### src/rtl/sseg_mux_driver.sv
// Four-digit time-multiplexed seven-segment driver with a double-buffered pattern.
// Optional per-slot anode blanking is compiled in with SSEG_MUX_BLANK_EN.
module sseg_mux_driver #(
  parameter int N            = 18,
  parameter int BLANK_CYCLES = 4
) (
  input  logic        clk_i,
  input  logic        rst_i,
  input  logic [31:0] pattern_i,
  input  logic        load_i,
  output logic        ready_o,
  input  logic [3:0]  digit_en_i,
  output logic [3:0]  an_o,
  output logic [6:0]  sseg_o,
  output logic        dp_o,
  output logic        frame_o
);

  localparam logic [N-1:0] CNT_MAX = '1;

  if (N < 4) begin : g_bad_width
    $error("sseg_mux_driver: N must be at least 4");
  end
  if (BLANK_CYCLES >= (2 ** (N - 2))) begin : g_bad_blank
    $error("sseg_mux_driver: BLANK_CYCLES must be shorter than one slot");
  end

  logic [N-1:0] cnt;
  logic [31:0]  active;
  logic [31:0]  pending;
  logic         wrap;
  logic [1:0]   idx;
  logic [7:0]   cur_byte;
  logic         show;

`ifdef SSEG_MUX_BLANK_EN
  localparam logic [N-3:0] BLANK_TH = BLANK_CYCLES[N-3:0];
`endif

  always_comb begin
    wrap     = (cnt == CNT_MAX);
    idx      = cnt[N-1:N-2];
    cur_byte = active[{idx, 3'b000} +: 8];
    show     = digit_en_i[idx];
`ifdef SSEG_MUX_BLANK_EN
    if (cnt[N-3:0] < BLANK_TH) show = 1'b0;
`endif
  end

  // ready_o doubles as the "pending empty" flag; the swap takes priority on the wrap edge.
  always_ff @(posedge clk_i) begin
    if (rst_i) begin
      cnt     <= '0;
      active  <= 32'hFFFF_FFFF;
      pending <= 32'hFFFF_FFFF;
      ready_o <= 1'b1;
      an_o    <= 4'b1111;
      sseg_o  <= 7'h7F;
      dp_o    <= 1'b1;
      frame_o <= 1'b0;
    end else begin
      cnt     <= cnt + 1'b1;
      frame_o <= wrap;
      if (wrap && !ready_o) begin
        active  <= pending;
        ready_o <= 1'b1;
      end else if (load_i && ready_o) begin
        pending <= pattern_i;
        ready_o <= 1'b0;
      end
      if (show) begin
        an_o   <= ~(4'b0001 << idx);
        sseg_o <= cur_byte[6:0];
        dp_o   <= cur_byte[7];
      end else begin
        an_o   <= 4'b1111;
        sseg_o <= 7'h7F;
        dp_o   <= 1'b1;
      end
    end
  end

endmodule

### config.mk
export PLATFORM = sky130hd
export DESIGN_NAME = sseg_mux_driver
export DESIGN_NICKNAME = d
export VERILOG_FILES = /design/src/rtl/sseg_mux_driver.sv
export SDC_FILE = /design/constraint.sdc
export NUM_CORES = 1
export LEC_CHECK = 0
export BUFFER_PORTS_ARGS = -buffer_cell sky130_fd_sc_hd__buf_2
export CELL_PAD_IN_SITES_DETAIL_PLACEMENT = 1
export CELL_PAD_IN_SITES_GLOBAL_PLACEMENT = 1
export CORE_MARGIN = 1
export CORE_UTILIZATION = 44
export DETAILED_ROUTE_END_ITERATION = 8
export PLACE_DENSITY_LB_ADDON = 0.3
export SKIP_LAST_GASP = 1
export SLEW_MARGIN = 0
export SYNTH_ARGS = -nofsm -noshare
export SYNTH_HDL_FRONTEND = slang
export SYNTH_SLANG_ARGS = --single-unit
### constraint.sdc
create_clock -name clk_i -period 2.75 [get_ports clk_i]
set_clock_uncertainty 0.2 [all_clocks]
set_input_delay 0.1375 -clock clk_i [delete_from_list [all_inputs] [get_ports clk_i]]
set_output_delay 0.1375 -clock clk_i [all_outputs]
set_load 0.03 [all_outputs]
==> results.toml <==
[run_status]
status = "finished clean"

[cts]
tritoncts_num_sinks = 96
htree_levels = 3
cts_tree = "built"
clk_pin_slew_ns = 0.08
cts-resized-gates = 0
clock_latency_ns = 0.36
postCtsSetupRepairBufs = 0
cts_buffers = 9
clockBufferDepth = 2
clockRootBuffer = "clkbuf_8"
hold_buffers = 33

[place]
placed_area_um2 = 4120
preCtsSetupSlack_ns = 0.504
gp_congestion = 0.732
dp_hpwl_mm = 5.82
port-buffer-count = 52

[floorplan]
num_rows = 33
die_x_um = 95.0
die_y_um = 95.0
dieArea_um2 = 9020
core_um2 = 8300
start_util_pct = 45.8
io_pins = 53

[yosys]
synth_area_per_cell_um2 = 10.9
synth-seq-cells = 96
async_flop_share_pct = 0
synthTopCellsByCount = "96 x dfxtp_1, 65 x a211o_1, 33 x and3_1"
synth.most_common_cell = "dfxtp_1"
yosysTopAreaCellShare_pct = 50.5
synthAdderAreaFrac_pct = 0.329
synth_top_family_by_area = "compound AO/OA/AOI/OAI gates"
yosys.area_share.simple_pct = 14.5
postSynthCellCount = 349
synth_edf_count = 0
synthXorXnorAreaFrac_pct = 3.22
synth_largest_area_cell = "dfxtp_1"
syn_nets = 389
synth_cell_types = 33
ys.flop_type = "dfxtp_1"
ys_seq_area_share_pct = 50.5
synth_compound_area_share_pct = 21.8
synth.area.mux_share_pct = 5.33
netlist_top_cells_area = "dfxtp_1 51%, a211o_1 15%, a21boi_1 5.5%, and3_1 5.4%, mux4_2 5.3%"
syn_area_um2 = 3800
yosysWarnings = 0

[final_layout]
nets = 462
fillers = 923
drive_gt1_share_pct = 21.6
seqCellArea_um2 = 1920
fin_area_um2 = 4640
multi_input_area_um2 = 1720
syn_to_final_growth_pct = 22.0
n_antenna_cell = 0

[job]
maxCapViolCount = 0

[setup_path]
worstSetupEndpointType = "register"
crit_required_ns = 2.80
critPathMaxFanout = 34
critPathLaunchType = "register"
worst-endpoint-arrival_ns = 2.31
path_class = "register to register"

[grt]
use_met3_pct = 5.64
gr-total-overflow = 0
grtUsageTotal_pct = 21.5
grt_pass1_vias = 3023
antenna_found_initial = 0
grt-busiest-layer = "met2"
grt_pass1_wl_mm = 14.6
grt_max_degree = 64
met2_usage_pct = 38.8
gr-usage-met1_pct = 25.3

[route]
post_drt_wl_per_cell_um = 17.3
drcViolationCount = 0
dr.pass1.iters = 4
via_per_inst = 5.69
wl_mm = 9.16
first_iter_violations = 106
vias = 3014
antenna_left = 0

[sta]
setup_viol = 0
rsz0062_at_grt = "no"
period_needed_ns = 2.26
worst_slew_pin_slew_ns = 0.649
hold_viol = 0
slew_viol_final = 0
fin_crit_sh_pct = 82.3
fin_ws_ns = 0.487
tns_ns = 0
timing.fmax_ghz = 0.442
relSlewSlack_pct = 56.7

[power_and_ir_drop]
p_per_area_nw_per_um2 = 554
p_leak_uw = 0.00185
vdd_ir_drop_max_v = 0.000260

[min_path]
hold_path.class = "primary input to register"
[layer usage]
| metal | vias to the layer above | share of wire [%] |
|---|---|---|
| met5 | - | 0 |
| met1 | 1521 | 45 |
| met4 | 0 | 0.94 |
| met2 | 51 | 51 |
| met3 | 6 | 2.8 |
| li1 | 1436 | - |
[where the power goes]
part	leakage (uW)	switching, uW	total (uW)	internal [uW]
clock network	0.0000973	468	927	459
logic	0.000965	80.9	179	97.9
registers	0.000785	31.5	1460	1430
total	0.00185	580	2570	1990
[final cells by class]
cell class	instances	area share (%)
flip-flops and latches	96	41.4
clock inverters	3	0.917
repair buffers	95	14.3
inverters	1	0.0809
clock buffers	11	3.26
well taps	105	2.83
multi-input cells	219	37.1
[stage by stage]
step / power [uW] / cells / util [%] / hold slack [ns]
floorplan: 1580 / 349 / - / 0.156
global placement: 1630 / 483 / 49.6 / 0.237
detailed placement: 1640 / 483 / 49.6 / 0.256
CTS: 2590 / 530 / 55.9 / 0.0894
global route: 2670 / 530 / 55.9 / 0.154
finish: 2570 / 530 / 55.9 / 0.110
[state kept, by name, indices dropped and copies added, names as in the netlist]
register  flops
active       32
pending      32
cnt          18
sseg_o        7
an_o          4
dp_o          1
frame_o       1
ready_o       1
[cell usage in the layout, fill, tap and decap left out, drive strengths merged]
master	instances
inv	1
nor3	1
nor2	19
or2	9
xor2	10
clkinvlp	1
nand2b	1
and3	33
a21oi	2
nand2	6
bufinv	1
nor2b	1
nand3	5
dlygate4sd3	33
or3	3
mux4	9
a211o	65
or3b	1
a21boi	32
clkinv	1
dfxtp	96
buf	62
and2	1
and4	4
ha	1
o21ai	2
nand4	8
clkbuf	11
nor3b	1
xnor2	4
nor4	1
[cells by family (layout without fill, tap and decap cells)]
family                     Yosys count  count (layout)
xor gates and xnor gates            14              14
DFF                                 96              96
AOI/OAI and AO/OA                  101             101
buffers and inverters               34             110
and+or+nand+nor                     94              94
muxes                                9               9
adders and majority gates            1               1
[final timing paths]
check         start        end  slack, ns  cells after the start
min          load_i    ready_o       0.11                      3
max          cnt[0]  active[2]       0.49                      6
max reg2reg  cnt[0]  active[2]       0.49                      6
min reg2reg  cnt[0]     cnt[0]       0.27                      1
[worst max-delay path, cell delays in order, from the launching register on]
cell,delay [ns]
dfxtp_1,0.38
ha_1,0.25
nand4_2,0.18
nor4_4,0.29
buf_4,0.36
a21boi_0,0.17
a211o_1,0.30
(Power assumes the default switching activity.)
